**src/rtl/joy_pkg.sv**
```systemverilog
// Shared definitions for the joystick splitter scanner.
//
// Contents:
//   joy_state_e   - scan FSM states (settle after a select change, then sample)
//   JOY_RELEASED  - all-ones button vector (every active-low line released)
//   clog2         - constant ceil(log2) helper used for register widths
package joy_pkg;

    typedef enum logic {
        ST_SETTLE = 1'b0,
        ST_SAMPLE = 1'b1
    } joy_state_e;

    localparam int MAX_BUTTONS = 8;
    localparam logic [MAX_BUTTONS-1:0] JOY_RELEASED = '1;

    function automatic int clog2(input int value);
        int result;
        result = 0;
        while ((1 << result) < value) begin
            result = result + 1;
        end
        return result;
    endfunction

endpackage

```
**src/rtl/joy_debounce.sv**
```systemverilog
// Per-port debouncer for the joystick splitter scanner.
//
// A sample must repeat DEBOUNCE_SAMPLES times in a row before it is committed
// to value_o. clear_i restarts the qualification (candidate released, count 0);
// if release_i is also high the committed value is forced back to released.
//
// Ports:
//   clk, reset_n    - system clock, asynchronous active-low reset
//   clear_i         - restart qualification (mode change)
//   release_i       - with clear_i, also release the committed value
//   sample_valid_i  - sample_i carries a new sample for this port
//   sample_i        - synchronised button lines, active-low
//   value_o         - committed (debounced) button lines, active-low
module joy_debounce
    import joy_pkg::*;
#(
    parameter int BUTTONS          = 5,
    parameter int DEBOUNCE_SAMPLES = 2
) (
    input  logic               clk,
    input  logic               reset_n,
    input  logic               clear_i,
    input  logic               release_i,
    input  logic               sample_valid_i,
    input  logic [BUTTONS-1:0] sample_i,
    output logic [BUTTONS-1:0] value_o
);

    localparam int CNT_W = clog2(DEBOUNCE_SAMPLES + 1);
    localparam logic [CNT_W-1:0]   CNT_MAX  = CNT_W'(DEBOUNCE_SAMPLES);
    localparam logic [BUTTONS-1:0] RELEASED = JOY_RELEASED[BUTTONS-1:0];

    logic [BUTTONS-1:0] cand_q, cand_d;
    logic [CNT_W-1:0]   cnt_q, cnt_d;
    logic [BUTTONS-1:0] value_q, value_d;

    // The count saturates at CNT_MAX so a steady input keeps re-committing
    // the same value instead of wrapping and re-qualifying.
    always_comb begin
        cand_d  = cand_q;
        cnt_d   = cnt_q;
        value_d = value_q;
        if (clear_i) begin
            cand_d = RELEASED;
            cnt_d  = '0;
            if (release_i) begin
                value_d = RELEASED;
            end
        end else if (sample_valid_i) begin
            if (sample_i == cand_q) begin
                if (cnt_q != CNT_MAX) begin
                    cnt_d = cnt_q + 1'b1;
                end
            end else begin
                cand_d = sample_i;
                cnt_d  = CNT_W'(1);
            end
            if (cnt_d == CNT_MAX) begin
                value_d = cand_d;
            end
        end
    end

    always_ff @(posedge clk or negedge reset_n) begin
        if (!reset_n) begin
            cand_q  <= RELEASED;
            cnt_q   <= '0;
            value_q <= RELEASED;
        end else begin
            cand_q  <= cand_d;
            cnt_q   <= cnt_d;
            value_q <= value_d;
        end
    end

    assign value_o = value_q;

endmodule

```
**src/rtl/joy_splitter_scan.sv**
```systemverilog
// Joystick-port scanner: time-multiplexes NUM_PORTS DB9 joysticks through one
// shared set of active-low button lines using the joy_sel output.
//
// Ports:
//   clk          - system clock
//   reset_n      - asynchronous active-low reset
//   joy_in       - raw connector lines, active-low, asynchronous
//   mode_tg      - level; each rising edge toggles split mode
//   joy_sel      - inverted port index driven to the splitter hardware
//   split_active - current mode (1 = all ports scanned, 0 = port 0 only)
//   joy_out      - debounced lines, port p at [p*BUTTONS +: BUTTONS]
//   scan_done    - one-cycle pulse after the last port of a scan is sampled
module joy_splitter_scan
    import joy_pkg::*;
#(
    parameter int NUM_PORTS        = 2,
    parameter int BUTTONS          = 5,
    parameter int CLK_DIV          = 128,
    parameter int SETTLE_TICKS     = 1,
    parameter int DEBOUNCE_SAMPLES = 2,
    parameter bit SPLIT_DEFAULT    = 1'b0,
    localparam int SEL_W = (clog2(NUM_PORTS) < 1) ? 1 : clog2(NUM_PORTS)
) (
    input  logic                         clk,
    input  logic                         reset_n,
    input  logic [BUTTONS-1:0]           joy_in,
    input  logic                         mode_tg,
    output logic [SEL_W-1:0]             joy_sel,
    output logic                         split_active,
    output logic [NUM_PORTS*BUTTONS-1:0] joy_out,
    output logic                         scan_done
);

    localparam int PRESC_W  = (clog2(CLK_DIV) < 1) ? 1 : clog2(CLK_DIV);
    localparam int SETTLE_W = (clog2(SETTLE_TICKS) < 1) ? 1 : clog2(SETTLE_TICKS);
    localparam logic [SEL_W-1:0]    LAST_PORT   = SEL_W'(NUM_PORTS - 1);
    localparam logic [PRESC_W-1:0]  PRESC_LAST  = PRESC_W'(CLK_DIV - 1);
    localparam logic [SETTLE_W-1:0] SETTLE_LAST = SETTLE_W'(SETTLE_TICKS - 1);
    localparam logic [BUTTONS-1:0]  RELEASED    = JOY_RELEASED[BUTTONS-1:0];

    logic [BUTTONS-1:0]  sync1_q, sync2_q;
    logic [PRESC_W-1:0]  presc_q, presc_d;
    logic                tick;
    logic                modePrev_q;
    logic                modeRise;
    logic                split_q, split_d;
    joy_state_e          state_q, state_d;
    logic [SEL_W-1:0]    portIdx_q, portIdx_d;
    logic [SETTLE_W-1:0] settle_q, settle_d;
    logic                scanDone_q, scanDone_d;
    logic                sampleEn;

    assign tick     = (presc_q == PRESC_LAST);
    assign presc_d  = tick ? '0 : presc_q + 1'b1;
    assign modeRise = mode_tg & ~modePrev_q;
    assign split_d  = split_q ^ modeRise;

    // modePrev_q resets high so a mode_tg already held high while reset is
    // released is not taken as a toggle.
    always_ff @(posedge clk or negedge reset_n) begin
        if (!reset_n) begin
            sync1_q    <= RELEASED;
            sync2_q    <= RELEASED;
            presc_q    <= '0;
            modePrev_q <= 1'b1;
            split_q    <= SPLIT_DEFAULT;
            scanDone_q <= 1'b0;
        end else begin
            sync1_q    <= joy_in;
            sync2_q    <= sync1_q;
            presc_q    <= presc_d;
            modePrev_q <= mode_tg;
            split_q    <= split_d;
            scanDone_q <= scanDone_d;
        end
    end

    always_ff @(posedge clk or negedge reset_n) begin
        if (!reset_n) begin
            state_q   <= ST_SETTLE;
            portIdx_q <= '0;
            settle_q  <= '0;
        end else begin
            state_q   <= state_d;
            portIdx_q <= portIdx_d;
            settle_q  <= settle_d;
        end
    end

    // A mode change takes priority over any tick: the scan restarts at port 0.
    always_comb begin
        state_d   = state_q;
        portIdx_d = portIdx_q;
        settle_d  = settle_q;
        if (modeRise) begin
            state_d   = ST_SETTLE;
            portIdx_d = '0;
            settle_d  = '0;
        end else if (tick) begin
            case (state_q)
                ST_SETTLE: begin
                    if (settle_q == SETTLE_LAST) begin
                        settle_d = '0;
                        state_d  = ST_SAMPLE;
                    end else begin
                        settle_d = settle_q + 1'b1;
                    end
                end
                ST_SAMPLE: begin
                    state_d = ST_SETTLE;
                    if (split_q && (portIdx_q != LAST_PORT)) begin
                        portIdx_d = portIdx_q + 1'b1;
                    end else begin
                        portIdx_d = '0;
                    end
                end
                default: begin
                    state_d = ST_SETTLE;
                end
            endcase
        end
    end

    // The sample that coincides with a mode edge is discarded.
    always_comb begin
        joy_sel    = ~portIdx_q;
        sampleEn   = (state_q == ST_SAMPLE) && tick && !modeRise;
        scanDone_d = sampleEn && (!split_q || (portIdx_q == LAST_PORT));
    end

    // Ports above 0 are released when single mode is entered; they are never
    // sampled in single mode so they stay released until split mode returns.
    for (genvar p = 0; p < NUM_PORTS; p++) begin : gen_port
        joy_debounce #(
            .BUTTONS          (BUTTONS),
            .DEBOUNCE_SAMPLES (DEBOUNCE_SAMPLES)
        ) u_debounce (
            .clk            (clk),
            .reset_n        (reset_n),
            .clear_i        (modeRise),
            .release_i      (split_q && (p != 0)),
            .sample_valid_i (sampleEn && (portIdx_q == SEL_W'(p))),
            .sample_i       (sync2_q),
            .value_o        (joy_out[p*BUTTONS +: BUTTONS])
        );
    end

    assign split_active = split_q;
    assign scan_done    = scanDone_q;

endmodule

```
**config.mk**
```make
export PLATFORM = sky130hd
export DESIGN_NAME = joy_splitter_scan
export DESIGN_NICKNAME = d
export VERILOG_FILES = /design/src/rtl/joy_pkg.sv /design/src/rtl/joy_debounce.sv /design/src/rtl/joy_splitter_scan.sv
export SDC_FILE = /design/constraint.sdc
export NUM_CORES = 1
export LEC_CHECK = 0
export ABC_AREA = 1
export CAP_MARGIN = 10
export CORE_MARGIN = 3
export CORE_UTILIZATION = 50
export DETAILED_ROUTE_END_ITERATION = 8
export PLACE_DENSITY = 0.74
export SETUP_SLACK_MARGIN = 0.4
export SLEW_MARGIN = 20
export SYNTH_ARGS = -nofsm -noshare
export SYNTH_HDL_FRONTEND = slang
export SYNTH_SLANG_ARGS = --single-unit
```
**constraint.sdc**
```tcl
create_clock -name clk -period 1.5 [get_ports clk]
set_input_delay 0.225 -clock clk [delete_from_list [all_inputs] [get_ports clk]]
set_output_delay 0.225 -clock clk [all_outputs]
set_load 0.05 [all_outputs]
```
Word-level counts from Yosys, hierarchy flattened
Index checks and enable logic that the tools add are counted.
{"block": "word_totals", "register_bits": 47, "in_bits": 8, "word_cells": 88}
{"block": "op_classes", "addsub": 5, "eq_ne": 9, "muxes": 35, "bitwise_logic": 6, "n_reduce_logical": 18}
{"cell": "2-to-1 mux 5 bit", "count": 10}
{"cell": "2-to-1 mux 2 bit", "count": 12}
{"cell": "2-to-1 mux 1 bit", "count": 11}
{"cell": "equality test 5 bit", "count": 2}
{"cell": "nonzero test 2 bit", "count": 5}
{"cell": "adder 7 x 1 -> 7 bit (second input constant)", "count": 1}
{"cell": "equality test 7 bit (second input constant)", "count": 1}
{"cell": "2-to-1 mux 7 bit", "count": 1}
{"cell": "logical AND 1 bit", "count": 6}
{"cell": "!= test 2 bit (second input constant)", "count": 3}
{"cell": "AND reduction 3 bit", "count": 2}
{"cell": "adder 2 x 1 -> 2 bit (second input constant)", "count": 2}
{"cell": "equality test 2 bit (second input constant)", "count": 2}
{"cell": "inverter 1 bit", "count": 4}
{"cell": "AND reduction 2 bit", "count": 2}
{"cell": "adder 1 bit (second input constant)", "count": 2}
{"cell": "logical NOT 1 bit", "count": 2}
{"cell": "!= test 2 x 1 -> 1 bit (second input constant)", "count": 1}
{"cell": "case mux 1 bit (2 select lines)", "count": 1}
{"cell": "bitwise AND 1 bit", "count": 1}
{"cell": "logical OR 1 bit", "count": 1}
{"cell": "XOR 1 bit", "count": 1}

Longest topological paths before layout
{"block": "logic_depth", "depth_word": 11, "mapped_depth": 10, "depth_no_buf": 10}

By module
A second synthesis with hierarchy kept.
{"block": "unflattened", "cells_unflattened": 221, "hier_area_um2": 2075.7}
{"module": "joy_debounce", "instances": 2, "cells_per_inst": 77, "area_per_inst_um2": 641.9, "seq_area_each_um2": 312.8}
{"module": "joy_splitter_scan", "instances": 1, "cells_per_inst": 67, "area_per_inst_um2": 792.0, "seq_area_each_um2": 564.3}

Worst setup path before layout
No wires, ideal clock.
{"block": "synth_timing", "kind": "register to register", "startpoint": "register presc_q[0]", "endpoint": "register gen_port[1].u_debounce.cnt_q[0]", "arrival_time_ns": 1.311, "slack_ns": 0.058, "stages_incl_launch_ff": 10, "path_buffers": 1, "period_less_slack_ns": 1.442, "cell_sequence": "dfrtp_1 > ha_1 > nand3_2 > inv_2 > nand2_4 > clkinv_2 > nand2_4 > o21ai_4 > buf_6 > o21ai_0"}
{"block": "synth_via", "elab_chain_len": 5}
{"item": "start: declaration", "line_no": "joy_splitter_scan.sv:42", "source": "logic [PRESC_W-1:0] presc_q, presc_d;"}
{"item": "start signal: assignment", "line_no": "joy_splitter_scan.sv:71", "source": "presc_q <= presc_d;"}
{"item": "equality test 7 bit", "line_no": "joy_splitter_scan.sv:53", "source": "assign tick = (presc_q == PRESC_LAST);"}
{"item": "logical AND 1 bit (2 in series)", "line_no": "joy_splitter_scan.sv:127", "source": "sampleEn = (state_q == ST_SAMPLE) && tick && !modeRise;"}
{"item": "logical AND 1 bit", "line_no": "joy_splitter_scan.sv:142", "source": ".sample_valid_i (sampleEn && (portIdx_q == SEL_W'(p))),"}
{"item": "nonzero test 2 bit (no line)"}
{"item": "end signal: assignment", "line_no": "joy_debounce.sv:71", "source": "cnt_q <= cnt_d;"}
{"item": "end: declaration", "line_no": "joy_debounce.sv:34", "source": "logic [CNT_W-1:0] cnt_q, cnt_d;"}
No other way between the ends.
A chain may end at the register's enable or synchronous reset.

Worst setup path after layout
{"block": "layout_timing", "startpoint": "register gen_port[1].u_debounce.cand_q[3]", "endpoint": "register gen_port[1].u_debounce.value_q[0]"}
{"block": "layout_via", "elab_chain_len": 7, "elab_cells_between_ends": 11, "cone_classes": "eq/ne: 2; mux: 7; reduce/logical: 2"}
{"item": "start: declaration", "line_no": "joy_debounce.sv:33", "source": "logic [BUTTONS-1:0] cand_q, cand_d;"}
{"item": "start signal: assignment", "line_no": "joy_debounce.sv:70", "source": "cand_q <= cand_d;"}
{"item": "equality test 5 bit (*)", "line_no": "joy_debounce.sv:50", "source": "if (sample_i == cand_q) begin"}
{"item": "2-to-1 mux 2 bit", "line_no": "joy_debounce.sv:50"}
{"item": "2-to-1 mux 2 bit", "line_no": "joy_debounce.sv:49", "source": "end else if (sample_valid_i) begin"}
{"item": "2-to-1 mux 2 bit", "line_no": "joy_debounce.sv:43", "source": "if (clear_i) begin"}
{"item": "equality test 2 bit", "line_no": "joy_debounce.sv:58", "source": "if (cnt_d == CNT_MAX) begin"}
{"item": "nonzero test 2 bit (no line)"}
{"item": "AND reduction 3 bit (no line)"}
{"item": "end signal: assignment", "line_no": "joy_debounce.sv:72", "source": "value_q <= value_d;"}
{"item": "end: declaration", "line_no": "joy_debounce.sv:35", "source": "logic [BUTTONS-1:0] value_q, value_d;"}
Mark *: on every way between the ends. The rest lies on a longest branch, timed or not. The select of a mux whose other input is x is not followed.

==> results.yml <==
status:
  outcome: "complete, but fails checks"
  violations: "setup timing"
routing:
  dr.pass1.iters: 4
  routedWlPerCell_um: 16.69
  wl_um: 5841
  vias_per_cell: 5.394
  num_vias: 1888
  route.detailed.drc: 0
  ant_nets: 0
  drt_iter0_markers: 112
logic_synthesis:
  synth_top_family_by_area: "simple AND/OR/NAND/NOR gates"
  synth-seq-area-share_pct: 57.15
  yosys-top-cells-area: "dfstp_2, dfrtp_1, nand2_1"
  yosys.area.top_type_share_pct: 39.12
  yosysTopAreaCell: "dfstp_2"
  synth_cell_types: 28
  synth_mux_area_share_pct: 0
  synth-seq-cells: 46
  syn_nets: 232
  synth_simple_gate_area_share_pct: 21.94
  syn_avg_cell_area_um2: 9.421
  syn_area_um2: 2082
  synth_compound_area_share_pct: 9.135
  synth_xor_area_share_pct: 2.524
  synthAdderAreaFrac_pct: 1.803
  syn_inst: 221
  ys_warn_count: 0
worst_setup_path:
  crit_arrival_ps: 1930
  cp-end-kind: "register"
  critPathMaxFanout: 5
  critPathRequiredTime_ps: 1730
  ff2ff_path_depth: 9
  worstSetupPathType: "reg -> reg"
  critPathLaunchType: "register"
cells_and_area:
  postLayoutCoreUtil_pct: 84.57
  regArea_um2: 1191
  nNetsFinal: 312
  final_cell_count_no_fill: 350
  insertedDiodeCount: 0
  drive_above_1_share_pct: 55.30
  final.fill_count: 180
  finalInstanceArea_um2: 3236
  multi_input_area_um2: 922.1
  area_growth_syn_to_layout_pct: 55.41
timing:
  setup_violations: 24
  whs_ps: 319.7
  worst_slew_pin_slew_ps: 301.7
  max_clock_freq_ghz: 0.5880
  period_needed_ps: 1701
  max_slew_margin_pct: 79.73
  finalCritPeriodShare_pct: 113.4
  rsz0062_at_grt: "yes"
  drv_slew: 0
  worst_slack_ps: -200.8
  skew_ps: 4.105
  finalHoldViolCount: 0
  setup-tns-final_ps: -2572
min_path:
  whs_path_depth: 1
  hold_class: "in -> reg"
floorplan:
  fp.dieW_um: 70.53
  core_area_um2: 3826
  core.rowCount: 22
  io_pins: 21
  start_util_pct: 54.41
  die_area_um2: 4974
  dieHeight_um: 70.53
placed_design:
  dp_hpwl_um: 2806
  dp_slack_ps: -39.37
  placed_cells: 311
  placed_area_um2: 2648
  finalWeightedCongestion: 0.8038
  portBuffers: 20
clocking:
  clock_tree.root_cell: "clkbuf_8"
  clock_sinks: 46
  htree_levels: 2
  numCtsBuffers: 5
  clkTransAtPathRegs_ps: 80
  cts_tree: "done"
  cts.path.max_buffers: 2
  clk_latency_ps: 300
global_route:
  antenna_found_initial: 0
  use_met1_pct: 26.02
  grt_start_max_net_pins: 47
  grt.busiest_layer: "met2"
  gr-usage-all-layers_pct: 22.26
  grt_use_met2_pct: 38.67
  met3_usage_pct: 5.256
  gr-total-overflow: 0
  grt_pass1_wl_um: 8549
  grt_pass1_vias: 1792
power_and_ir_drop:
  total_power_mw: 3.332
  power_density_nw_per_um2: 1030
  peakVddDrop_v: 0.0008909
  leakage_nw: 1.514
flow_run:
  maxCapViolations: 0
[final cells by class]
cell class                 count  share of cell area, %
tap                           48                  1.856
clock buffer                   8                  2.475
sequential                    46                  36.81
multi-input combinational    137                  28.50
timing repair buffer          73                  25.72
inverter                      38                  4.640
[cells in the final DEF (no fill, tap or decap), drive strengths merged]
cell	count
buf	66
nand2	49
inv	37
dfstp	31
nor2	25
o21ai	21
nand3	18
dfrtp	15
a21oi	8
clkbuf	8
clkdlybuf4s50	6
xnor2	4
nand4	3
ha	3
xor2	2
clkinv	1
nor4	1
nor3	1
o211ai	1
o21a	1
dlygate4sd3	1
[path summary, 6_finish.rpt]
path	from	to	slack, ps
setup / recovery	gen_port[1].u_debounce.cand_q[3]	gen_port[1].u_debounce.value_o[0]	-200
hold / removal	joy_in[3]	sync1_q[3]	320
hold reg to reg	sync1_q[4]	sync2_q[4]	360
min in group asynchronous	reset_n	gen_port[0].u_debounce.cnt_q[0]	420
max in group asynchronous	reset_n	sync1_q[1]	800
setup reg to reg	gen_port[1].u_debounce.cand_q[3]	gen_port[1].u_debounce.value_o[0]	-200
[where the power goes]
group / switching (mW) / leakage, nW / internal, mW
Clock: 0.403 / 0.0395 / 0.332
Combinational: 0.558 / 0.960 / 0.505
Sequential: 0.124 / 0.514 / 1.41
Total: 1.09 / 1.51 / 2.25
[synth_stat cells]
library cell / count
nand2_1: 46
inv_1: 33
dfstp_2: 31
nor2_1: 19
dfrtp_1: 15
nand3_1: 15
o21ai_0: 11
a21oi_1: 8
nor2_2: 5
o21ai_2: 5
inv_2: 4
o21ai_1: 4
xnor2_1: 4
ha_1: 3
nand4_1: 3
nand2_4: 2
xor2_1: 2
buf_6: 1
clkinv_2: 1
nand2_2: 1
nand3_2: 1
nand3_4: 1
nor2_8: 1
nor3_1: 1
nor4_1: 1
o211ai_1: 1
o21a_1: 1
o21ai_4: 1
[flip-flops by register name, summed over array words and instances (netlist names)]
name / flops
gen_port.u_debounce.value_o: 10
sync2_q: 5
modePrev_q: 1
presc_q: 7
portIdx_q: 1
gen_port.u_debounce.cand_q: 10
scan_done: 1
split_active: 1
gen_port.u_debounce.cnt_q: 4
state_q: 1
sync1_q: 5
[layer usage]
layer	share of wire (%)	vias up
li1	-	858
met1	38	938
met2	52	67
met3	5.4	25
met4	4.1	0
met5	0	-
[worst max-delay path, stage by stage, from the launching register on]
cell	delay [ps]
dfstp_2	570
inv_2	50
nand2_2	60
nand2_2	70
nor2_2	120
nand3_2	130
nor2_4	120
nand4_1	230
nand3_1	180
nand2_1	90
[kinds of logic (layout without fill, tap and decap cells)]
group,count (synthesis),in the layout
buffers and inverters,39,119
XOR/XNOR,6,6
AND/OR/NAND/NOR,96,97
AO/OA/AOI/OAI,31,31
flip-flops,46,46
adder cells (fa/ha/maj),3,3
[what timing repair did]
action                                  CTS  global route
pin swaps                                15            15
gates cloned                              3             0
gates resized for setup                  41            33
hold endpoints to repair                 15             0
buffers inserted                         17            10
endpoints found under the setup margin   42            45
hold buffers                              1             0
(Power assumes the default switching activity.)
